==> src/rtl/div_pkg.sv <==
// Shared definitions for the sequential divider:
// FSM state encoding and the counter-width helper.
package div_pkg;

  localparam logic [1:0] S_IDLE = 2'd0;
  localparam logic [1:0] S_CALC = 2'd1;
  localparam logic [1:0] S_DONE = 2'd2;

  function automatic int clog2(input int n);
    int r;
    r = 0;
    while ((1 << r) < n) r++;
    return r;
  endfunction

endpackage

==> src/rtl/sub_step.sv <==
// (W+1)-bit ripple subtractor from full-adder cells: a + ~b + 1.
// no_borrow is the final carry out.
module sub_step #(
  parameter int W = 4
) (
  input  logic [W:0] a,
  input  logic [W:0] b,
  output logic [W:0] diff,
  output logic       no_borrow
);

  logic [W:0] bn;
  logic       cy;

  assign bn = ~b;

  always_comb begin
    diff = '0;
    cy   = 1'b1;
    for (int i = 0; i <= W; i++) begin
      diff[i] = a[i] ^ bn[i] ^ cy;
      cy      = (a[i] & bn[i]) | (cy & (a[i] ^ bn[i]));
    end
    no_borrow = cy;
  end

endmodule

==> src/rtl/seq_divider.sv <==
// Unsigned restoring divider, one quotient bit per clock.
// Divide-by-zero short-circuits straight to DONE.
module seq_divider
  import div_pkg::*;
#(
  parameter int W = 4
) (
  input  logic         clk,
  input  logic         rst_b,
  input  logic         start,
  input  logic [W-1:0] dividend,
  input  logic [W-1:0] divisor,
  output logic         busy,
  output logic         done,
  output logic [W-1:0] quot,
  output logic [W-1:0] rem,
  output logic         dbz
);

  localparam int CW = clog2(W + 1);

  logic [1:0]    state_q, state_d;
  logic [CW-1:0] cnt_q, cnt_d;
  logic [W:0]    a_q, a_d;
  logic [W-1:0]  q_q, q_d;
  logic [W-1:0]  m_q, m_d;
  logic [W-1:0]  quot_q, quot_d;
  logic [W-1:0]  rem_q, rem_d;
  logic          dbz_q, dbz_d;

  logic [W:0]    a_sh;
  logic [W-1:0]  q_sh;
  logic [W:0]    t;
  logic          nb;

  // {A,Q} shifted left as one register pair
  assign a_sh = (a_q << 1) | {{W{1'b0}}, q_q[W-1]};
  assign q_sh = q_q << 1;

  sub_step #(.W(W)) u_step (
    .a         (a_sh),
    .b         ({1'b0, m_q}),
    .diff      (t),
    .no_borrow (nb)
  );

  always_comb begin
    state_d = state_q;
    cnt_d   = cnt_q;
    a_d     = a_q;
    q_d     = q_q;
    m_d     = m_q;
    quot_d  = quot_q;
    rem_d   = rem_q;
    dbz_d   = dbz_q;
    unique case (state_q)
      S_IDLE: begin
        if (start) begin
          a_d   = '0;
          q_d   = dividend;
          m_d   = divisor;
          cnt_d = '0;
          if (divisor == '0) begin
            state_d = S_DONE;
            quot_d  = '1;
            rem_d   = dividend;
            dbz_d   = 1'b1;
          end else begin
            state_d = S_CALC;
          end
        end
      end
      S_CALC: begin
        a_d   = nb ? t : a_sh;
        q_d   = {q_sh[W-1:1], nb};
        cnt_d = cnt_q + CW'(1);
        if (cnt_q == CW'(W - 1)) begin
          state_d = S_DONE;
          quot_d  = q_d;
          rem_d   = a_d[W-1:0];
          dbz_d   = 1'b0;
        end
      end
      S_DONE: state_d = S_IDLE;
      default: state_d = S_IDLE;
    endcase
  end

  always_ff @(posedge clk or negedge rst_b) begin
    if (!rst_b) begin
      state_q <= S_IDLE;
      cnt_q   <= '0;
      a_q     <= '0;
      q_q     <= '0;
      m_q     <= '0;
      quot_q  <= '0;
      rem_q   <= '0;
      dbz_q   <= 1'b0;
    end else begin
      state_q <= state_d;
      cnt_q   <= cnt_d;
      a_q     <= a_d;
      q_q     <= q_d;
      m_q     <= m_d;
      quot_q  <= quot_d;
      rem_q   <= rem_d;
      dbz_q   <= dbz_d;
    end
  end

  assign busy = (state_q != S_IDLE);
  assign done = (state_q == S_DONE);
  assign quot = quot_q;
  assign rem  = rem_q;
  assign dbz  = dbz_q;

endmodule

==> config.mk <==
export PLATFORM = sky130hd
export DESIGN_NAME = seq_divider
export DESIGN_NICKNAME = d
export VERILOG_FILES = /design/src/rtl/div_pkg.sv /design/src/rtl/sub_step.sv /design/src/rtl/seq_divider.sv
export SDC_FILE = /design/constraint.sdc
export NUM_CORES = 1
export LEC_CHECK = 0
export CORE_ASPECT_RATIO = 0.9
export CORE_UTILIZATION = 47
export CTS_BUF_LIST = sky130_fd_sc_hd__clkbuf_16
export DETAILED_ROUTE_END_ITERATION = 10
export DONT_BUFFER_PORTS = 1
export GPL_ROUTABILITY_DRIVEN = 0
export PLACE_DENSITY = 0.63
export SLEW_MARGIN = 10
export SYNTH_ARGS = -nofsm -noshare
export SYNTH_HDL_FRONTEND = slang
export SYNTH_SLANG_ARGS = --single-unit
==> constraint.sdc <==
create_clock -name clk -period 6.5 [get_ports clk]
set_input_delay 0.65 -clock clk [delete_from_list [all_inputs] [get_ports clk]]
set_output_delay 0.65 -clock clk [all_outputs]
set_load 0.05 [all_outputs]
==> run metrics, run 1 <==
layout cell share with drive strength beyond 1 0.0744; max-slew violations 0; adder-cell area share of the yosys netlist 0.0763; final std cells w/o fill 149; routed vias/inst 5.66; first-pass GRT wire length 4170 um; sequential-to-total area share from yosys stat 0.509; row count 17; Initial Utilization 0.509; Post-CTS Resized 0; via count 843; Seq cells post-synth 26; fraction of registers with async set/reset 1.00; Final setup viols 0; clock root buffer clkbuf_16; Yosys top cell area share 0.509; initial antenna violation count 0; RSZ-0062 raised after global routing no; cell count after synthesis 121; XOR/XNOR Fraction of Synth Area 0; combinational family with the most area after synthesis simple AND/OR/NAND/NOR gates; gr usage total 0.193; Synth cell types 34; clock sink count 26; vias in the first global route 857; routed wire length 2350 um; Clock Power Share 0.166; Simple-Gate Fraction of Synth Area 0.162; placed inst area 0.00129 mm2; Switching Fraction 0.450; hold_buf cts 0; Gate power share 0.365; violated checks DRC; most frequent cells after synthesis dfrtp_1 (26), nand2_1 (15), o21ai_0 (12); CTS tree built; Post-synth top flop dfrtp_1; Hold WC Path Type in2async; Die Y 51.5 um; Avg Inst Size Synth 10.6 um2; final cycle utilization of the critical path 0.400; Max Freq 385 MHz; clk buf depth 2; TNS Setup 0 ps; final hold vios 0; mapped cell area 0.00128 mm2; complex-gate fraction of the synthesized area 0.127; Core Region 0.00251 mm2; DR DRC count 6; post-CTS setup buffers 0; Tot Pwr 0.821 mW; area growth from synthesis to layout 6.95%; number of synthesized flops with an enable pin 0; Final Instance Area 0.00137 mm2; total congestion overflow 0; kind of critical path reg2reg; clock latency on the worst-skew pair 260 ps; largest net degree at the start of global routing 27; pwr/cell area 600 mW/mm2; Max H-tree Level 1; number of detailed-routing iterations run before antenna repair 7; status finished with violations; CTS Buf Count 3; number of top-level pins 22; Detail Placement HPWL 1750 um; top-count cell post-synth dfrtp_1; Slew @ Worst Pin 1000 ps; largest cells by area after synthesis dfrtp_1 (51%), fa_1 (4.7%), mux2i_1 (4.7%), o21ai_0 (4.7%), nand2_1 (4.4%); Synth Net Count 138; Layout Skew 3.25 ps; DR iter-0 viols 21; CP max FO 4; max cap viols 0; Layout Nets 139; drt wl/cell 15.7 um; crit path DAT 2770 ps; Ys Warns 0; Die Wd 57.0 um; Port Buffers 0; Antenna Cells 0; peak supply drop 236 uV; Fillers 214; proportion of synthesized area in mux cells 0.0734; cell count after placement 145; switching power 0.370 mW; Cell Int Power 0.452 mW; Setup crit end kind flip-flop; Antenna Nets Post-Route 0; die area 0.00293 mm2; Clock transition at path regs 60 ps; area leader, netlist dfrtp_1; slew margin rel. 0.329; Flop pwr share 0.469; P_leak 0.611 nW; CP Launch Type flip-flop; min Tclk post-route 2600 ps; CP Data Required Time 6670 ps
-- registers in the layout, indices dropped and copies added (netlist names) --
signal   count
state_q      2
cnt_q        3
quot         4
q_q          4
a_q          4
m_q          4
dbz          1
rem          4
-- critical path: stages (launching register included) --
cell and delay, ps:
dfrtp_1 390, inv_1 60, ha_1 120, inv_1 50
fa_1 380, fa_1 360, inv_1 70, fa_1 190
nor2b_1 340, mux2_2 390, o221ai_1 160
-- power groups by stage --
stage               registers, mW  logic, mW  clock network (mW)
floorplan                   0.366      0.267                   0
global placement            0.387      0.296                   0
detailed placement          0.390      0.301                   0
CTS                         0.386      0.303               0.140
global route                0.398      0.346               0.143
finish                      0.386      0.300               0.136
-- metrics by stage --
| step | hold slack [ps] | setup slack (ps) | utilization |
|---|---|---|---|
| after floorplan | 354 | 4050 | - |
| after CTS | 75.6 | 3890 | 0.545 |
| after global placement | 355 | 3960 | 0.513 |
| final | 80.5 | 3900 | 0.545 |
| after detailed placement | 355 | 3920 | 0.513 |
| after global routing | 70.9 | 3690 | 0.545 |
-- worst paths after layout --
check | from | end | slack (ps) | depth (start not counted)
worst max register to register | q_q[3] | rem[3] | 3900 | 10
worst max-delay path | q_q[3] | rem[3] | 3900 | 10
worst min-delay path | rst_b | rem[2] | 80 | 0
max in group asynchronous | rst_b | dbz | 6350 | 0
min in group clk | cnt_q[2] | cnt_q[2] | 480 | 2
worst min register to register | cnt_q[2] | cnt_q[2] | 480 | 2
-- routing by layer --
layer / global-route usage / up-vias / wire (um)
met5: 0 / - / 0
met4: 0.0691 / 0 / 42
met3: 0.0658 / 7 / 140
met2: 0.292 / 20 / 996
met1: 0.257 / 402 / 1170
li1: - / 414 / -
-- layout by cell type (no fill, tap or decap), drive strengths merged, types with 4 or more instances in the layout --
cell / Yosys / routed
o21ai: 13 / 13
dfrtp: 26 / 26
a21oi: 4 / 4
nor2: 7 / 7
mux2i: 6 / 6
inv: 11 / 11
nand2: 15 / 15
-- layout make-up --
type,instances,area (um2),area share
clock inverters,1,3.75,0.00274
clock buffers,3,75.1,0.0549
inverters,11,41.3,0.0302
multi-input cells,80,562,0.411
well taps,28,35.0,0.0256
flip-flops and latches,26,651,0.476
-- cells by family after synthesis --
logic type	after synthesis
simple gates	39
fa+ha+maj	6
buf+inv	15
compound gates	26
mux	9
flops	26
(Power assumes the default switching activity.)
==> run 2: changes to the inputs <==
==> constraint.sdc (replaced) <==
create_clock -name clk -period 2.4 [get_ports clk]
set_input_delay 0.24 -clock clk [delete_from_list [all_inputs] [get_ports clk]]
set_output_delay 0.24 -clock clk [all_outputs]
set_load 0.05 [all_outputs]
==> run metrics, run 2 (synthesis gave the netlist of run 1 again) <==
status finished with violations; violated checks DRC; layout cell share with drive strength beyond 1 0.214; CP Data Required Time 2520 ps; RSZ-0062 raised after global routing yes; register area 651 um2; CTS Buf Count 3; Gate power share 0.430; Buf/Inv on CP 4; cell count after placement 152; routed vias/inst 5.67; area of the multi-input gates 611 um2; CTS tree built; Hold WC Path Type in2reg; clock root buffer clkbuf_16; Die Y 51.5 um; Tot Pwr 2.67 mW; crit path DAT 2470 ps; initial antenna violation count 0; Antenna Cells 0; Final Instance Area 0.00154 mm2; peak supply drop 877 uV; Switching Fraction 0.424; Detail Placement HPWL 1890 um; Clock Power Share 0.178; Core Region 0.00251 mm2; pwr/cell area 1740 mW/mm2; Final setup viols 0; first-pass GRT wire length 4480 um; CP Cell Sequence inv_1 > ha_1 > inv_1 > fa_2 > fa_2 > inv_2 > fa_2 > nor2b_4 > buf_6 > mux2i_4 > o221ai_2; number of detailed-routing iterations run before antenna repair 8; Fillers 210; Max Freq 426 MHz; Layout Nets 149; max-slew violations 0; Die Wd 57.0 um; Initial Utilization 0.509; area growth from synthesis to layout 20.2%; DR iter-0 viols 35; slew margin rel. 0.650; most common cell after layout, fill and taps aside dfrtp_1; routed wire length 2560 um; number of top-level pins 22; CP max FO 3; kind of critical path reg2reg; row count 17; placed inst area 0.00134 mm2; gr usage total 0.204; largest net degree at the start of global routing 27; Antenna Nets Post-Route 0; Cell Int Power 1.54 mW; Port Buffers 0; critical path's top delay family adder cells; max cap viols 0; clock latency on the worst-skew pair 260 ps; final hold vios 0; via count 902; P_leak 0.688 nW; Flop pwr share 0.392; final cycle utilization of the critical path 0.979; total congestion overflow 0; DR DRC count 6; switching power 1.13 mW; drt wl/cell 16.1 um; most frequent cells in the layout dfrtp_1 (26), nand2_1 (15), inv_1 (10), o21ai_0 (10); CP max stage delay 370 ps; min Tclk post-route 2350 ps; clk buf depth 2; most used cell, CP fa_2; final std cells w/o fill 159; Layout Skew 3.97 ps; clock sink count 26; Slew @ Worst Pin 523 ps; Max H-tree Level 1; die area 0.00293 mm2; Clock transition at path regs 60 ps; slowest CP cell dfrtp_1; CP Launch Type flip-flop; Setup crit end kind flip-flop; vias in the first global route 1,000
==> run 2: layout make-up <==
cell class,count,share of cell area
inverter,11,0.0269
timing repair buffer,10,0.0611
clock buffer,3,0.0489
tap,28,0.0228
sequential,26,0.423
multi-input combinational,80,0.397
clock inverter,1,0.0195
==> run 2: worst paths after layout <==
check | start | endpoint | slack [ps] | cells past startpoint
setup / recovery | q_q[3] | rem[1] | 50 | 11
hold / removal | divisor[2] | m_q[2] | 100 | 2
setup reg to reg | q_q[3] | rem[1] | 50 | 11
hold reg to reg | cnt_q[2] | cnt_q[2] | 490 | 2
max in group asynchronous | rst_b | a_q[0] | 1840 | 2
min in group asynchronous | rst_b | a_q[1] | 410 | 2
==> run 2: repair_timing <==
action,4_1_cts,5_1_grt
pin swaps,1,1
endpoints found under the setup margin,6,8
hold buffers,2,0
buffers inserted,0,1
endpoints found under the hold margin,26,0
resized for setup,4,10
==> run 2: metrics by stage <==
step / hold slack (ps) / utilization / worst slack (ps) / TNS, ps
5_1_grt: 99.9 / 0.612 / -37.2 / -124
4_1_cts: 95.0 / 0.596 / -20.2 / -35.9
3_5_place_dp: -55.0 / 0.535 / -63.8 / -124
3_3_place_gp: -55.0 / 0.535 / 18.9 / 0
2_1_floorplan: -55.6 / - / 34.0 / 0
6_report: 101 / 0.612 / 51.3 / 0
==> run 2: power by group through the flow <==
stage               Combinational, mW  Clock, mW  Sequential [mW]
floorplan                       0.727          0            0.992
detailed placement              0.924          0             1.05
CTS                             0.998      0.488             1.05
global route                     1.30      0.500             1.07
finish                           1.15      0.477             1.05
global placement                0.895          0             1.04
==> run 2: per-layer routing <==
| metal | share of wire | wire [um] | vias up | global-route usage |
|---|---|---|---|---|
| li1 | - | - | 439 | - |
| met1 | 0.45 | 1140 | 439 | 0.247 |
| met2 | 0.48 | 1220 | 20 | 0.345 |
| met3 | 0.058 | 149 | 4 | 0.0734 |
| met4 | 0.018 | 46 | 0 | 0.0569 |
| met5 | 0 | 0 | - | 0 |
==> run 3: changes to the inputs <==
--- a/config.mk
+++ b/config.mk
@@ -11,7 +11,8 @@
 export DETAILED_ROUTE_END_ITERATION = 10
 export DONT_BUFFER_PORTS = 1
 export GPL_ROUTABILITY_DRIVEN = 0
-export PLACE_DENSITY = 0.63
+export PLACE_DENSITY = 0.66
+export REMOVE_ABC_BUFFERS = 1
 export SLEW_MARGIN = 10
 export SYNTH_ARGS = -nofsm -noshare
 export SYNTH_HDL_FRONTEND = slang
==> run metrics, run 3 (synthesis gave the netlist of run 1 again) <==
status finished with violations; violated checks DRC, setup timing; Initial Utilization 0.509; Setup crit end kind flip-flop; Clock transition at path regs 60 ps; Detail Placement HPWL 1870 um; routed vias/inst 5.63; Max Freq 411 MHz; crit path DAT 2550 ps; number of top-level pins 22; clock root buffer clkbuf_16; R2R Path End rem[2]; clock sink count 26; Antenna Nets Post-Route 0; largest net degree at the start of global routing 27; Layout Skew 4.11 ps; most frequent cells in the layout dfrtp_1 (26), nand2_1 (15), inv_1 (10), o21ai_0 (10), buf_4 (8); DR DRC count 9; Max H-tree Level 1; Final WS setup -34.6 ps; RSZ-0062 raised after global routing yes; Die Wd 57.0 um; first-pass GRT wire length 4290 um; Hold WC Path Type in2reg; final hold vios 0; Critical Path Sink rem[2]; Fin Hold WS 102 ps; CTS Buf Count 3; initial antenna violation count 0; Core Region 0.00251 mm2; Port Buffers 0; clk buf depth 2; number of detailed-routing iterations run before antenna repair 7; reg2reg start q_q[3]; max-slew violations 0; area growth from synthesis to layout 20.3%; die area 0.00293 mm2; r2r worst-path depth 11; layout cell share with drive strength beyond 1 0.220; placed inst area 0.00134 mm2; min Tclk post-route 2430 ps; vias in the first global route 908; Place WS -76.9 ps; max cap viols 0; Die Y 51.5 um; Antenna Cells 0; CP Data Required Time 2510 ps; kind of critical path reg2reg; setup slack, reg-to-reg -30 ps; routed wire length 2700 um; Slew @ Worst Pin 519 ps; CP Launch Type flip-flop; most common cell after layout, fill and taps aside dfrtp_1; Worst Setup SP q_q[3]; slew margin rel. 0.654; Layout Nets 150; via count 901; final cycle utilization of the critical path 1.01; drt wl/cell 16.9 um; CTS tree built; DR iter-0 viols 46; row count 17; CP max FO 3; gr usage total 0.203; clock latency on the worst-skew pair 260 ps; Final setup viols 1; Final Instance Area 0.00154 mm2; total congestion overflow 0
==> run 3: repair_timing <==
item                                    4_1_cts  5_1_grt
pin swaps                                     1        1
setup buffers                                 1        1
hold buffers                                  2        0
resized for setup                             6        8
hold endpoints to repair                     26        0
endpoints found under the setup margin        7        8
==> run 3: worst min path at each step <==
stage	end	slack (ps)	cells past startpoint	start
global placement	a_q[2]	-60	0	rst_b
finish	m_q[2]	100	2	divisor[2]
global route	m_q[3]	110	1	divisor[3]
floorplan	a_q[0]	-60	0	rst_b
CTS	m_q[2]	100	2	divisor[2]
detailed placement	m_q[1]	-50	0	rst_b
==> run 3: critical path, cell delays in order (launching register included) <==
cell      delay, ps
dfrtp_1         380
inv_1            60
ha_1            130
inv_1            50
fa_2            330
fa_2            350
inv_2            70
fa_2            200
nor2b_4         170
buf_6           140
mux2i_2         260
o221ai_1        140
==> run 3: per-stage QoR <==
| step | util | std cells | TNS (ps) |
|---|---|---|---|
| floorplan | - | 117 | -72.8 |
| global placement | 0.534 | 152 | 0 |
| detailed placement | 0.534 | 152 | -167 |
| CTS | 0.599 | 159 | 0 |
| global route | 0.613 | 160 | -494 |
| finish | 0.613 | 160 | -34.6 |
==> run 3: cell type report <==
cell class,instances,area (um2)
Sequential cell,26,651
Multi-Input combinational cell,80,604
Timing Repair Buffer,11,101
Clock buffer,3,75.1
Fill cell,205,972
Inverter,11,41.3
Tap cell,28,35.0
Clock inverter,1,30.0
==> run 3: per-layer routing <==
layer	wire, um	track usage	share of wire	vias up
met1	1120	0.250	0.42	440
li1	-	-	-	436
met2	1400	0.333	0.52	19
met3	140	0.0456	0.052	6
met5	0	0	0	-
met4	42	0.110	0.016	0
Power of run 3 is not shown: default switching activity piles up to over one toggle a cycle in this logic, so the estimate is an artifact.
